--- config.mk ---
export PLATFORM = sky130hd
export DESIGN_NAME = totient_sequencer_flat
export DESIGN_NICKNAME = d
export VERILOG_FILES = /design/src/rtl/totient_pkg.sv /design/src/rtl/totient_if.sv /design/src/rtl/gcd_engine.sv /design/src/rtl/totient_sequencer.sv /design/src/flat_wrapper.sv
export SDC_FILE = /design/constraint.sdc
export NUM_CORES = 1
export LEC_CHECK = 0
export ABC_CLOCK_PERIOD_IN_PS = 2600
export CAP_MARGIN = 20
export CORE_MARGIN = 2
export CORE_UTILIZATION = 55
export CTS_CLUSTER_DIAMETER = 30
export DETAILED_ROUTE_END_ITERATION = 10
export PLACE_DENSITY = 0.76
export SLEW_MARGIN = 30
export SYNTH_ARGS = -nofsm -noshare
export SYNTH_HDL_FRONTEND = slang
export SYNTH_HIERARCHICAL = 1
export SYNTH_SLANG_ARGS = --single-unit
--- constraint.sdc ---
create_clock -name clk_0 -period 2.6 [get_ports clk_0]
set_input_delay 0.52 -clock clk_0 [delete_from_list [all_inputs] [get_ports clk_0]]
set_output_delay 0.52 -clock clk_0 [all_outputs]
set_load 0.02 [all_outputs]
--- src/rtl/totient_pkg.sv ---
// Shared types and display encoding for the totient sequencer.
// Segment bit order is {A,B,C,D,E,F,G}, MSB first.
package totient_pkg;

  typedef enum logic [1:0] {SHOW, NEXT, GCD, ACC} state_t;

  localparam logic [6:0] SEG_HEX [0:15] = '{
    7'b1111110, 7'b0110000, 7'b1101101, 7'b1111001,
    7'b0110011, 7'b1011011, 7'b1011111, 7'b1110000,
    7'b1111111, 7'b1111011, 7'b1110111, 7'b0011111,
    7'b1001110, 7'b0111101, 7'b1001111, 7'b1000111
  };

  function automatic logic [6:0] seg_encode(input logic [3:0] nibble, input logic active_low);
    return active_low ? ~SEG_HEX[nibble] : SEG_HEX[nibble];
  endfunction

endpackage

--- src/rtl/totient_if.sv ---
// Step handshake and result bus between the button logic and the totient sequencer.
interface totient_if #(parameter int N_MAX = 16);
  localparam int NW = $clog2(N_MAX + 1);

  logic          step;
  logic          dir;
  logic          wrap;
  logic          ready;
  logic          busy;
  logic          done;
  logic          ovf;
  logic [NW-1:0] n_out;
  logic [NW-1:0] phi_out;

  modport master (output step, dir, wrap,
                  input  ready, busy, done, ovf, n_out, phi_out);
  modport slave  (input  step, dir, wrap,
                  output ready, busy, done, ovf, n_out, phi_out);
endinterface

--- src/rtl/gcd_engine.sv ---
// Subtractive-Euclid GCD: one subtraction per cycle, gdone while both operands agree.
// start is honoured only while idle; operands must be >= 1.
module gcd_engine #(parameter int W = 8) (
  input  logic         clk_0,
  input  logic         R,
  input  logic         start,
  input  logic [W-1:0] a,
  input  logic [W-1:0] b,
  output logic [W-1:0] g,
  output logic         gdone
);

  logic         run_reg;
  logic [W-1:0] a_reg;
  logic [W-1:0] b_reg;

  always_ff @(posedge clk_0 or negedge R) begin
    if (!R) begin
      run_reg <= 1'b0;
      a_reg   <= '0;
      b_reg   <= '0;
    end else if (!run_reg) begin
      if (start) begin
        run_reg <= 1'b1;
        a_reg   <= a;
        b_reg   <= b;
      end
    end else if (a_reg > b_reg) begin
      a_reg <= a_reg - b_reg;
    end else if (b_reg > a_reg) begin
      b_reg <= b_reg - a_reg;
    end else begin
      run_reg <= 1'b0;
    end
  end

  assign g     = a_reg;
  assign gdone = run_reg && (a_reg == b_reg);

endmodule

--- src/rtl/totient_sequencer.sv ---
// Steps n through 1..N_MAX and recomputes phi(n) by counting k in 1..n with gcd(n,k)=1.
// The display and ovf are registered alongside phi_out and stay frozen while busy.
module totient_sequencer
  import totient_pkg::*;
#(
  parameter int N_MAX          = 16,
  parameter bit SEG_ACTIVE_LOW = 1'b0
) (
  input  logic     clk_0,
  input  logic     R,
  totient_if.slave bus,
  output logic     A,
  output logic     B,
  output logic     C,
  output logic     D,
  output logic     E,
  output logic     F,
  output logic     G
);

  localparam int            NW    = $clog2(N_MAX + 1);
  localparam logic [NW-1:0] N_TOP = NW'(N_MAX);
  localparam logic [NW-1:0] ONE   = NW'(1);

  state_t        state_reg, state_next;
  logic [NW-1:0] n_reg, k_reg, cnt_reg, phi_reg, target_reg;
  logic [NW-1:0] target_next, cnt_inc, g;
  logic [NW+3:0] cnt_wide;
  logic [6:0]    seg_reg;
  logic          done_reg, ovf_reg, coprime_reg;
  logic          at_top, at_bot, hold_end, accept, start, gdone, ready;

  gcd_engine #(.W(NW)) u_gcd (
    .clk_0 (clk_0),
    .R     (R),
    .start (start),
    .a     (n_reg),
    .b     (k_reg),
    .g     (g),
    .gdone (gdone)
  );

  always_comb begin
    at_top      = (n_reg == N_TOP);
    at_bot      = (n_reg == ONE);
    hold_end    = !bus.wrap && (bus.dir ? at_bot : at_top);
    accept      = (state_reg == SHOW) && bus.step && !hold_end;
    target_next = bus.dir ? (at_bot ? N_TOP : n_reg - ONE)
                          : (at_top ? ONE   : n_reg + ONE);
    cnt_inc     = cnt_reg + {{(NW-1){1'b0}}, coprime_reg};
    cnt_wide    = {4'b0000, cnt_inc};
  end

  always_ff @(posedge clk_0 or negedge R) begin
    if (!R) state_reg <= SHOW;
    else    state_reg <= state_next;
  end

  always_comb begin
    state_next = state_reg;
    case (state_reg)
      SHOW:    if (accept) state_next = NEXT;
      NEXT:    state_next = GCD;
      GCD:     if (gdone) state_next = ACC;
      ACC:     state_next = (k_reg == n_reg) ? SHOW : GCD;
      default: state_next = SHOW;
    endcase
  end

  // The engine ignores start while running, so holding it through GCD issues exactly one job.
  always_comb begin
    ready = (state_reg == SHOW);
    start = (state_reg == GCD);
  end

  always_ff @(posedge clk_0 or negedge R) begin
    if (!R) begin
      n_reg       <= ONE;
      k_reg       <= ONE;
      cnt_reg     <= '0;
      phi_reg     <= ONE;
      target_reg  <= ONE;
      done_reg    <= 1'b0;
      ovf_reg     <= 1'b0;
      coprime_reg <= 1'b0;
      seg_reg     <= seg_encode(4'd1, SEG_ACTIVE_LOW);
    end else begin
      case (state_reg)
        SHOW: begin
          target_reg <= target_next;
          if (bus.step) done_reg <= hold_end;
        end
        NEXT: begin
          n_reg   <= target_reg;
          cnt_reg <= '0;
          k_reg   <= ONE;
        end
        GCD: if (gdone) coprime_reg <= (g == ONE);
        ACC: begin
          cnt_reg <= cnt_inc;
          if (k_reg == n_reg) begin
            phi_reg <= cnt_inc;
            seg_reg <= seg_encode(cnt_wide[3:0], SEG_ACTIVE_LOW);
            ovf_reg <= (cnt_wide > (NW+4)'(15));
          end else begin
            k_reg <= k_reg + ONE;
          end
        end
        default: ;
      endcase
    end
  end

  assign bus.ready   = ready;
  assign bus.busy    = !ready;
  assign bus.done    = done_reg;
  assign bus.ovf     = ovf_reg;
  assign bus.n_out   = n_reg;
  assign bus.phi_out = phi_reg;
  assign {A, B, C, D, E, F, G} = seg_reg;

endmodule

--- src/flat_wrapper.sv ---
// flat-port wrapper written by rule: the top's interface ports become plain ports
module totient_sequencer_flat import totient_pkg::*;
#(
  parameter int N_MAX          = 16,
  parameter bit SEG_ACTIVE_LOW = 1'b0
)
  (clk_0, R, A, B, C, D, E, F, G, bus_step, bus_dir, bus_wrap, bus_ready, bus_busy, bus_done, bus_ovf, bus_n_out, bus_phi_out);
  totient_if #(.N_MAX(N_MAX)) bus_i ();
  input  logic clk_0;
  input  logic R;
  output logic A;
  output logic B;
  output logic C;
  output logic D;
  output logic E;
  output logic F;
  output logic G;
  input wire logic [$bits(bus_i.step)-1:0] bus_step;
  input wire logic [$bits(bus_i.dir)-1:0] bus_dir;
  input wire logic [$bits(bus_i.wrap)-1:0] bus_wrap;
  output wire logic [$bits(bus_i.ready)-1:0] bus_ready;
  output wire logic [$bits(bus_i.busy)-1:0] bus_busy;
  output wire logic [$bits(bus_i.done)-1:0] bus_done;
  output wire logic [$bits(bus_i.ovf)-1:0] bus_ovf;
  output wire logic [$bits(bus_i.n_out)-1:0] bus_n_out;
  output wire logic [$bits(bus_i.phi_out)-1:0] bus_phi_out;
  assign bus_i.step = bus_step;
  assign bus_i.dir = bus_dir;
  assign bus_i.wrap = bus_wrap;
  assign bus_ready = bus_i.ready;
  assign bus_busy = bus_i.busy;
  assign bus_done = bus_i.done;
  assign bus_ovf = bus_i.ovf;
  assign bus_n_out = bus_i.n_out;
  assign bus_phi_out = bus_i.phi_out;
  totient_sequencer #(.N_MAX(N_MAX), .SEG_ACTIVE_LOW(SEG_ACTIVE_LOW)) u_core (.clk_0(clk_0), .R(R), .bus(bus_i), .A(A), .B(B), .C(C), .D(D), .E(E), .F(F), .G(G));
endmodule
======== After elaboration in Yosys (flattened, before gate mapping) ========
Memory sizes are Yosys's and may differ from the RTL's. A register that Yosys moved wholly into a read port is not among the register bits.
Cells that the tools add are included.
word-level totals
  word-level logic and storage cells ...... 77
  memory bits (read-only) ................. 112
  latch bits .............................. 0
  bits in writable memories ............... 0
  memories kept ........................... 1
  bits in registers ....................... 41
  output and inout bits ................... 21
memory list
  name             words  width  read ports  clocked after memory_dff  write ports  RTL line           source
  (no name shown)  16     7      1           1                         0            totient_pkg.sv:15  return active_low ? ~SEG_HEX[nibble] : SEG_HEX[nibble];
cells by class
  mux-type cells .......................... 22
  shift operators ......................... 0
  equal/unequal tests ..................... 14
  bitwise gates (word level) .............. 1
  magnitude comparators ................... 3
  reduce and logical (&&, ||, !) cells .... 18
  div/mod/pow operators ................... 0
  multiply operators ...................... 0
  add/subtract/negate cells ............... 6
operator list
  operator               count
  $mux W5                11
  $pmux W5 S2            2
  $reduce_and A2 Y1      6
  $add A5 B1 Y5 const B  2
  $eq A5 B1 Y1 const B   2
  $eq A5 B5 Y1           2
  $gt A5 B5 Y1           2
  $sub A5 B5 Y5          2
  $pmux W2 S4            1
  $mux W2                3
  $ne A2 B1 Y1 const B   3
  $ne A2 B2 Y1 const B   3
  $add A5 B1 Y5          1
  $eq A5 B5 Y1 const B   1
  $gt A5 B4 Y1 const B   1
  $mux W1                5
  $not A4 Y5             1
  $sub A5 B1 Y5 const B  1
  $eq A2 B2 Y1 const B   2
  $logic_and A1 B1 Y1    4
  $logic_not A1 Y1       4
  $reduce_bool A2 Y1     2
  $reduce_and A3 Y1      1
  $eq A2 B1 Y1 const B   1
  $logic_not A2 Y1       1

======== Logic depth before layout (Yosys ltp) ========
  depth after elaboration ................. 7
  mapped depth ............................ 9
  depth with buffers taken out ............ 9

======== Modules after synthesis ========
The synthesis kept the hierarchy.
modules (own cells, without submodules)
  module             cells each  area an instance (um2)  times used  sequential area each (um2)
  totient_sequencer  268         2399.8                  1           933.4
  gcd_engine         119         1017.2                  1           275.3

======== Worst setup path after synthesis ========
OpenSTA, ideal clock, no wires.
  path kind ............................... register -> register
  start ................................... register u_core.u_gcd.a_reg[1], in the netlist u_core/u_gcd/g[1]
  end ..................................... register u_core.u_gcd.b_reg[0]
  setup slack ............................. 0.368 ns
  required time ........................... 2.528 ns
  stages on the path, launching flop included .. 9
  arrival time ............................ 2.160 ns
  setup time .............................. 0.072 ns
  cells stage by stage .................... dfrtp_1 > inv_1 > ha_1 > nor2b_1 > o31a_1 > o21ba_2 > clkbuf_1 > or4b_1 > nand4b_1
between the ends
  word-level cells in the longest chain between the ends .. 3
  elaborated cells between the ends (all ways) .. 5
ends and longest elaborated chain
  item                                                    RTL line                            source
  start, declared                                         gcd_engine.sv:14                    logic [W-1:0] a_reg;
  start signal, assigned                                  gcd_engine.sv:29                    a_reg <= a_reg - b_reg;
  $gt A5 B5 Y1 (on tied branches)                         gcd_engine.sv:30, gcd_engine.sv:28
  $ne A2 B1 Y1 (no line) or $ne A2 B2 Y1 (tied branches)  --
  $reduce_and A3 Y1 (no line) *                           --
  end signal, assigned                                    gcd_engine.sv:31                    b_reg <= b_reg - a_reg;
  end, declared                                           gcd_engine.sv:15                    logic [W-1:0] b_reg;
Every way passes the cells marked *; elsewhere a longest branch is shown, timed or not.
A chain may end at the register's enable or synchronous reset.

======== Worst setup path after layout ========
  start ................................... register u_core.cnt_reg[0]
  end ..................................... register u_core.ovf_reg, in the netlist u_core/bus.ovf
between the ends
  word-level cells in the longest chain between the ends .. 2
ends and longest elaborated chain
  item                    RTL line                  source
  start, declared         totient_sequencer.sv:26   logic [NW-1:0] n_reg, k_reg, cnt_reg, phi_reg, target_reg;
  start signal, assigned  totient_sequencer.sv:100  cnt_reg <= cnt_inc;
  $add A5 B1 Y5           totient_sequencer.sv:50   cnt_inc = cnt_reg + {{(NW-1){1'b0}}, coprime_reg};
  via u_core.cnt_inc[1]   totient_sequencer.sv:27   logic [NW-1:0] target_next, cnt_inc, g;
  $gt A5 B4 Y1            totient_sequencer.sv:104  ovf_reg <= (cnt_wide > (NW+4)'(15));
  end signal, assigned    totient_sequencer.sv:104
  end, declared           totient_sequencer.sv:30   logic done_reg, ovf_reg, coprime_reg;
The timed path passes the listed nets, and every way through them passes these cells.

==> impl_metrics.env <==
export IMPL_setup_ws_ns=0.185
export IMPL_route_detailed_drc=0
export IMPL_grt_pass1_wl_mm=13.4
export IMPL_worstPathMaxFanout=10
export IMPL_core_sq_um=5960
export IMPL_layout_nets=441
export IMPL_layout_commonest_cell="dfrtp_1"
export IMPL_fp_dieW_um=82.8
export IMPL_cts_root_buf="clkbuf_8"
export IMPL_fin_crit_ns=2.41
export IMPL_area_growth_pct=12.8
export IMPL_finalCritPeriodShare_pct=92.9
export IMPL_yosys_area_top_type="dfrtp_1"
export IMPL_die_y_um=82.8
export IMPL_finClkSkew_ns=0.00738
export IMPL_synthArstFlopShare_pct=100
export IMPL_dieArea_sq_um=6860
export IMPL_hp_class="in2async"
export IMPL_rows=28
export IMPL_drv_cap=0
export IMPL_via_count=2884
export IMPL_pre_cts_slack_ns=0.254
export IMPL_cts_tree="built"
export IMPL_max_freq_mhz=414
export IMPL_htreeDepth=2
export IMPL_postSynthCellCount=387
export IMPL_rsz0062_at_grt="false"
export IMPL_worst_pin_slew_ns=0.565
export IMPL_clk_pin_slew_ns=0.09
export IMPL_yosysSeqAreaShare_pct=35.4
export IMPL_grt_ovfl_total=0
export IMPL_postCtsSetupBuffers=0
export IMPL_vdd_drop_max_uv=728
export IMPL_required_ns=2.84
export IMPL_rr_startpoint="u_core/cnt_reg[0]$_DFFE_PN0P_"
export IMPL_relSlewSlack_pct=61.4
export IMPL_wl_per_cell_um=16.2
export IMPL_insertedDiodeCount=0
export IMPL_startpoint_type="flop"
export IMPL_firstDrtPassIters=5
export IMPL_clkLatencyLatePin_ns=0.31
export IMPL_hold_viol=0
export IMPL_arrival_ns=2.65
export IMPL_largest_register_ffs=7
export IMPL_drt_wl_total_mm=7.89
export IMPL_final_setup_viol_count=0
export IMPL_ys_ff_latch=48
export IMPL_antenna_found_initial=0
export IMPL_synth_net_count=418
export IMPL_synth_ff_type="dfrtp_1"
export IMPL_grt_pass1_vias=2760
export IMPL_antenna_left=0
export IMPL_critPathKind="reg2reg"
export IMPL_grt_max_degree=23
export IMPL_numCtsBuffers=5
export IMPL_synth_area_leaders="dfrtp_1 31%, ha_1 8.8%, dfstp_2 4.6%"
export IMPL_final_cell_mix="42 x dfrtp_1, 34 x nand2_1, 29 x inv_1, 26 x nor2_1"
export IMPL_yosysWarnings=6
export IMPL_io_buffers=25
export IMPL_r2r_end="u_core/bus.ovf$_DFFE_PN0P_"
export IMPL_dp_hpwl_mm=5.74
export IMPL_p_leak_nw=1.65
export IMPL_place_congestion=0.976
export IMPL_power_density_nw_per_um2=1280
export IMPL_start_util_pct=57.4
export IMPL_synthDistinctLibCells=67
export IMPL_netlist_area_leader_share_pct=30.8
export IMPL_cts_hold_fix_buffers=0
export IMPL_grt_usage_pct=23.6
export IMPL_status="finished, final reports clean"
export IMPL_cts_repair_resized=0
export IMPL_layout_drive_gt1_share_pct=12.2
export IMPL_end_kind="flop"
export IMPL_reg2regPathDepth=8
export IMPL_synth_edf_count=0
export IMPL_crit_start="u_core/cnt_reg[0]$_DFFE_PN0P_"
export IMPL_routed_via_density=5.93
export IMPL_drt_iter0_drc=336
export IMPL_syn_avg_cell_area_sq_um=8.83
export IMPL_setup_tns_ns=0
export IMPL_drv_slew=0
export IMPL_netlist_area_sq_um=3420
export IMPL_clock_sinks=48
export IMPL_rrSetupSlack_ns=0.19
export IMPL_cts_buffer_depth=2
export IMPL_pin_count=26
==> cell usage after synthesis, types with 5 or more instances <==
| cell type | number |
|---|---|
| dfrtp_1 | 42 |
| nand2_1 | 34 |
| o21ai_0 | 22 |
| buf_2 | 7 |
| nor2b_1 | 6 |
| inv_1 | 29 |
| a31oi_1 | 11 |
| mux2i_1 | 8 |
| dfstp_2 | 6 |
| nand3_1 | 16 |
| a211oi_1 | 9 |
| o22ai_1 | 5 |
| nor2_1 | 26 |
| clkbuf_1 | 10 |
| a21oi_1 | 24 |
| mux2_2 | 8 |
| nand2b_1 | 6 |
| ha_1 | 24 |
| xor2_1 | 5 |
| xnor2_1 | 12 |
==> cells by family after synthesis <==
logic type / count (synthesis) / share of synthesized area [%]
simple gates: 116 / 17.3
xor+xnor: 18 / 4.83
flops: 48 / 35.4
fa+ha+maj: 26 / 9.96
buf+inv: 55 / 7.21
compound gates: 108 / 20.4
mux: 16 / 4.98
==> metrics by stage <==
step                      utilization (%)  hold slack, ns  instances  cell area [sq um]  power [W]
after floorplan                         -           0.224        387               3420    0.00353
after global placement               62.8           0.462        478               3740    0.00428
after detailed placement             62.8           0.464        478               3740    0.00435
after CTS                            64.7           0.178        486               3850    0.00493
after global routing                 64.7           0.209        486               3850    0.00534
final                                64.7           0.169        486               3850    0.00492
==> worst max-delay path: stages, from the launching register on <==
cell and delay (ns):
dfrtp_1 0.41, ha_1 0.27, ha_1 0.46, ha_1 0.33, nor2b_1 0.19, a31oi_1 0.11, a211oi_1 0.35, nor2_1 0.07
o21ai_1 0.15
==> where the power goes <==
group	internal, W	switching, W	leakage, nW
clock	0.000285	0.000259	0.0541
combinational	0.00134	0.00164	1.02
sequential	0.00107	0.000333	0.579
total	0.00269	0.00223	1.65
==> how the worst max path moves through the flow <==
stage,end,slack [ns],cells after the start
finish,u_core/bus.ovf$_DFFE_PN0P_,0.19,8
detailed placement,u_core/u_gcd/b_reg[0]$_DFFE_PN0P_,0.25,7
CTS,u_core/u_gcd/b_reg[0]$_DFFE_PN0P_,0.22,7
global route,u_core/u_gcd/b_reg[0]$_DFFE_PN0P_,0.06,7
floorplan,u_core/u_gcd/b_reg[0]$_DFFE_PN0P_,0.37,8
global placement,u_core/u_gcd/b_reg[0]$_DFFE_PN0P_,0.30,7
==> area by class of cell <==
type                    count  area, sq um
repair buffers             41          365
clock buffers               5         68.8
fillers                   508         2100
inverters                  30          113
clock inverters             3         42.5
flip-flops and latches     48         1210
multi-input cells         284         1960
well taps                  75         93.8
==> metal layers <==
metal  GRT usage, %  part of all wire (%)  vias to the layer above
met5              0                     0                        -
met4           6.26                   1.1                        0
met3           3.68                   4.9                       11
met2           35.9                    45                       83
met1           35.3                    49                     1377
li1               -                     -                     1413
(Power assumes the default switching activity.)
==> edit 1: new RTL, same settings <==
Encoding of `state_t`: now Gray code (2 bits for 4 states).
--- a/src/rtl/totient_pkg.sv
+++ b/src/rtl/totient_pkg.sv
@@ -3,5 +3,5 @@
 package totient_pkg;
 
-  typedef enum logic [1:0] {SHOW, NEXT, GCD, ACC} state_t;
+  typedef enum logic [1:0] {SHOW = 2'b00, NEXT = 2'b01, GCD = 2'b11, ACC = 2'b10} state_t;
 
   localparam logic [6:0] SEG_HEX [0:15] = '{
Check against the original RTL: no difference found for any inputs over 10 cycles, from zero or initial values; not proved beyond that.
==> edit 1 against the unedited design <==
Clock skew decreased by 0.0012 ns. Design area decreased by 2.0%. Sequential share of layout area increased by 0.65 points. Synthesized cell count decreased by 5.4%. Synthesized area decreased by 1.5%. Worst setup slack got worse by 0.0045 ns. Sequential cell count unchanged. Routed wire length decreased by 10%. Maximum frequency decreased by 0.19%. Critical path type is now register to output pin. Critical endpoint is now bus_busy. Highest routed layer unchanged.
Power is left out: it rests on default switching activity, and per cell area and clock period it moved more than threefold.
==> edit 1: results (changes against the unedited design) <==
| Metric | Value |
|---|---|
| Vias post-DR | 2740 (was 2884) |
| Worst flop-to-flop path startpoint | u_core/u_gcd/g[3]$_DFFE_PN0P_ (was u_core/cnt_reg[0]$_DFFE_PN0P_) |
| Post-Syn Nets | 402 (was 418) |
| Util after Layout | 63.76% (was 64.71%) |
| Placed cells | 453 (was 478) |
| CP max stage cell | clkdlybuf4s50_1 (was ha_1) |
| XOR/XNOR Fraction of Synth Area | 5.165% (was 4.833%) |
| Pin count of the biggest net entering global routing | 28 (was 23) |
| Vias in the first global route | 2584 (was 2760) |
| Pre-CTS setup slack | 0.2480 ns (was 0.2542 ns) |
| GP Congestion | 0.9099 (was 0.9759) |
| HPWL after DPL | 5223 um (was 5741 um) |
| Clock buf/inv share | 3.646% (was 2.890%) |
| Max Fanout on Critical Path | 6 (was 10) |
| Routed wire per std cell | 15.37 um (was 16.23 um) |
| CP endpoint | bus_busy (was u_core/bus.ovf$_DFFE_PN0P_) |
| Fin nets | 421 (was 441) |
| Max Freq | 0.4133 GHz (was 0.4141 GHz) |
| Ranking of synthesized cells by area | dfrtp_1, ha_1, nand2_1, dfstp_2, o21ai_0 (was dfrtp_1, ha_1, dfstp_2, nand2_1, a21oi_1) |
| Cells after Synth | 366 (was 387) |
| R2R Setup Slk | 0.23 ns (was 0.19 ns) |
| Outcome | complete, no violations (unchanged) |
| Chip Width | 82.24 um (was 82.82 um) |
| Fillers | 517 (was 508) |
| Share of layout cells above drive strength 1 | 11.40% (was 12.17%) |
edit 1: changes by cell type in the layout (fill, tap and decap cells not counted), moves of 5 or more:
| cell | before | now |
|---|---|---|
| nand2_1 | 34 | 44 |
| xnor2_1 | 12 | 7 |
| mux2i_1 | 8 | 3 |
| nor2_1 | 26 | 16 |
| a211oi_1 | 9 | 3 |
| a21oi_1 | 24 | 19 |
| o21ai_0 | 22 | 28 |
| buf_4 | 16 | 7 |
| a221oi_1 | 0 | 6 |
| mux2_2 | 8 | 3 |
| a21o_1 | 3 | 8 |
| ha_1 | 24 | 29 |
edit 1: logic make-up (layout without fill, tap and decap cells):
family / Yosys count / after routing
mux: 7 / 7
buf+inv: 50 / 70
xor+xnor: 16 / 16
flops: 48 / 48
fa+ha+maj: 31 / 31
compound gates: 111 / 111
simple gates: 103 / 103
edit 1: metal layers:
metal / GRT usage, % / share of wire [%]
met5: 0 / 0
met4: 8.167 / 1.6
met3: 4.022 / 3.8
met2: 37.02 / 47
met1: 33.80 / 47
==> edit 2: new RTL, config.mk and constraints unchanged <==
Made on the original files. `SEG_ACTIVE_LOW` is set to 1'b0 in 2 places; all go to 1'b1.
--- a/src/rtl/totient_sequencer.sv
+++ b/src/rtl/totient_sequencer.sv
@@ -5,5 +5,5 @@
 #(
   parameter int N_MAX          = 16,
-  parameter bit SEG_ACTIVE_LOW = 1'b0
+  parameter bit SEG_ACTIVE_LOW = 1'b1
 ) (
   input  logic     clk_0,
--- a/src/flat_wrapper.sv
+++ b/src/flat_wrapper.sv
@@ -3,5 +3,5 @@
 #(
   parameter int N_MAX          = 16,
-  parameter bit SEG_ACTIVE_LOW = 1'b0
+  parameter bit SEG_ACTIVE_LOW = 1'b1
 )
   (clk_0, R, A, B, C, D, E, F, G, bus_step, bus_dir, bus_wrap, bus_ready, bus_busy, bus_done, bus_ovf, bus_n_out, bus_phi_out);
Check against the original RTL: not equivalent (a bounded check fails within 4 cycles, from zero or initial values).
==> edit 2 against the unedited design <==
Synthesized area down 3.5%. Routed wire length down 6.9%. Worst setup slack better by 0.056 ns. Design area down 3.2%. Register-to-register slack better by 0.09 ns. Via count down 4.8%. Sequential cell count unchanged.
Power is left out: it rests on default switching activity, and per cell area and clock period it moved more than threefold.
==> edit 2: results (changes against the unedited design) <==
| Metric | Value |
|---|---|
| Vias/cell | 5.908 (was 5.934) |
| Htree depth | 2 (unchanged) |
| GP Congestion | 0.9032 (was 0.9759) |
| Worst flop-to-flop path startpoint | u_core/cnt_reg[0]$_DFFE_PN0P_ (unchanged) |
| Share of layout cells above drive strength 1 | 12.56% (was 12.17%) |
| Yosys warns | 6 (unchanged) |
| Placed cells | 457 (was 478) |
| Seq/Total Area, Yosys | 36.77% (was 35.37%) |
| Main flop type after synthesis | dfrtp_1 (unchanged) |
| PortBufs | 25 (unchanged) |
| WL final | 7346 um (was 7888 um) |
| Pin count of the biggest net entering global routing | 49 (was 23) |
| CTS Buf Count | 5 (unchanged) |
| Layout Skew | 0.006404 ns (was 0.007376 ns) |
| HPWL after DPL | 5321 um (was 5741 um) |
| Setup Fix Bufs, Post-CTS | 0 (unchanged) |
| Max Fanout on Critical Path | 14 (was 10) |
| Post-Syn Nets | 395 (was 418) |
| Final Non-Filler Cells | 465 (was 486) |
| Clk slew on worst S/H paths | 0.09 ns (about the same) |
| Fin nets | 420 (was 441) |
| DRT Pass-1 Iters | 5 (unchanged) |
| Cells after Synth | 364 (was 387) |
| Placed cell areas | 3618 sq um (was 3742 sq um) |
| Headroom to the max-slew limit | 58.32% (was 61.36%) |
| Most frequent cells after synthesis | dfrtp_1, nand2_1, nor2_1, a21oi_1, ha_1 (was dfrtp_1, nand2_1, inv_1, nor2_1) |
| Distinct cells, synth | 65 (was 67) |
| Ranking of synthesized cells by area | dfrtp_1, ha_1, dfstp_2, a21oi_1, nand2_1 (was dfrtp_1, ha_1, dfstp_2, nand2_1, a21oi_1) |
| Root Driver | clkbuf_8 (unchanged) |
| GR Util All Layers | 24.33% (was 23.63%) |
| Outcome | complete, no violations (unchanged) |
| Worst hold-check path type | primary input to asynchronous set/reset pin (unchanged) |
| Post-cts sizing count | 0 (unchanged) |
| First-pass GRT wire length | 12490 um (was 13410 um) |
| Worst Setup SP | u_core/state_reg[1]$_DFFE_PN0P_ (was u_core/cnt_reg[0]$_DFFE_PN0P_) |
| Initial antenna violation count | 0 (unchanged) |
| Clk_lat worst skew | 0.31 ns (about the same) |
| Max reg flops | 7 (unchanged) |
| First DRT Iteration DRCs | 193 (was 336) |
| Vias in the first global route | 2575 (was 2760) |
| Diodes inserted | 0 (unchanged) |
| Crit path DAT | 1.84 ns (was 2.65 ns) |
| Ys async rst share | 100.0% (unchanged) |
| Routed Antenna Nets | 0 (unchanged) |
edit 2: cell count changes after synthesis, sizes merged, moves of 4 or more:
| cell | unedited run | this run |
|---|---|---|
| mux2i | 8 | 4 |
| nor3 | 2 | 6 |
| o21ai | 26 | 18 |
| a21oi | 24 | 28 |
| inv | 30 | 24 |
edit 2: through the flow:
step | hold slack, ns | setup slack [ns]
after CTS | 0.3312 | 0.2340
after global placement | 0.4623 | 0.3855
after detailed placement | 0.4706 | 0.3169
final | 0.3017 | 0.2413
after floorplan | 0.2244 | 0.3678
after global routing | 0.3586 | 0.09203
edit 2: path summary, 6_finish.rpt:
path | slack [ns] | cells after the start | endpoint
worst max-delay path | 0.24 | 3 | bus_busy
worst min-delay path | 0.30 | 2 | u_core/bus.phi_out[1]$_DFFE_PN0P_
worst max register to register | 0.28 | 6 | u_core/seg_reg[3]$_DFFE_PN1P_
worst min register to register | 0.50 | 2 | u_core/bus.done$_DFFE_PN0N_
max in group asynchronous | 1.87 | 2 | u_core/cnt_reg[3]$_DFFE_PN0P_
min in group clk_0 | 0.50 | 2 | u_core/bus.done$_DFFE_PN0N_
edit 2: final cells by class:
class,count,area [sq um]
repair buffers,38,342.8
multi-input cells,272,1879
clock inverters,3,42.54
inverters,24,90.09
fillers,484,2121
clock buffers,5,68.82
well taps,75,93.84
flip-flops and latches,48,1212
edit 2: per-layer routing:
metal  track usage (%)  vias to the layer above  part of all wire, %  routed length, um
li1                  -                     1342                    -                  -
met1             36.09                     1336                   49               3598
met2             37.30                       65                   47               3433
met3             4.725                        4                  3.8                280
met4             4.746                        0                 0.46                 34
met5                 0                        -                    0                  0
edit 2: critical path, cell delays in order (launching register included):
cell and delay [ns]:
dfrtp_1 0.60, nor2_1 0.16, inv_1 0.16, clkdlybuf4s50_1 0.62
edit 2: cells by family (layout without fill, tap and decap cells):
group,Yosys count,count (layout),synth area share (%)
muxes,13,13,4.630
DFF,48,48,36.77
adders and majority gates,26,26,10.32
and+or+nand+nor,114,114,17.19
AOI/OAI and AO/OA,99,99,19.32
xor gates and xnor gates,20,20,5.541
buffers and inverters,44,70,6.223
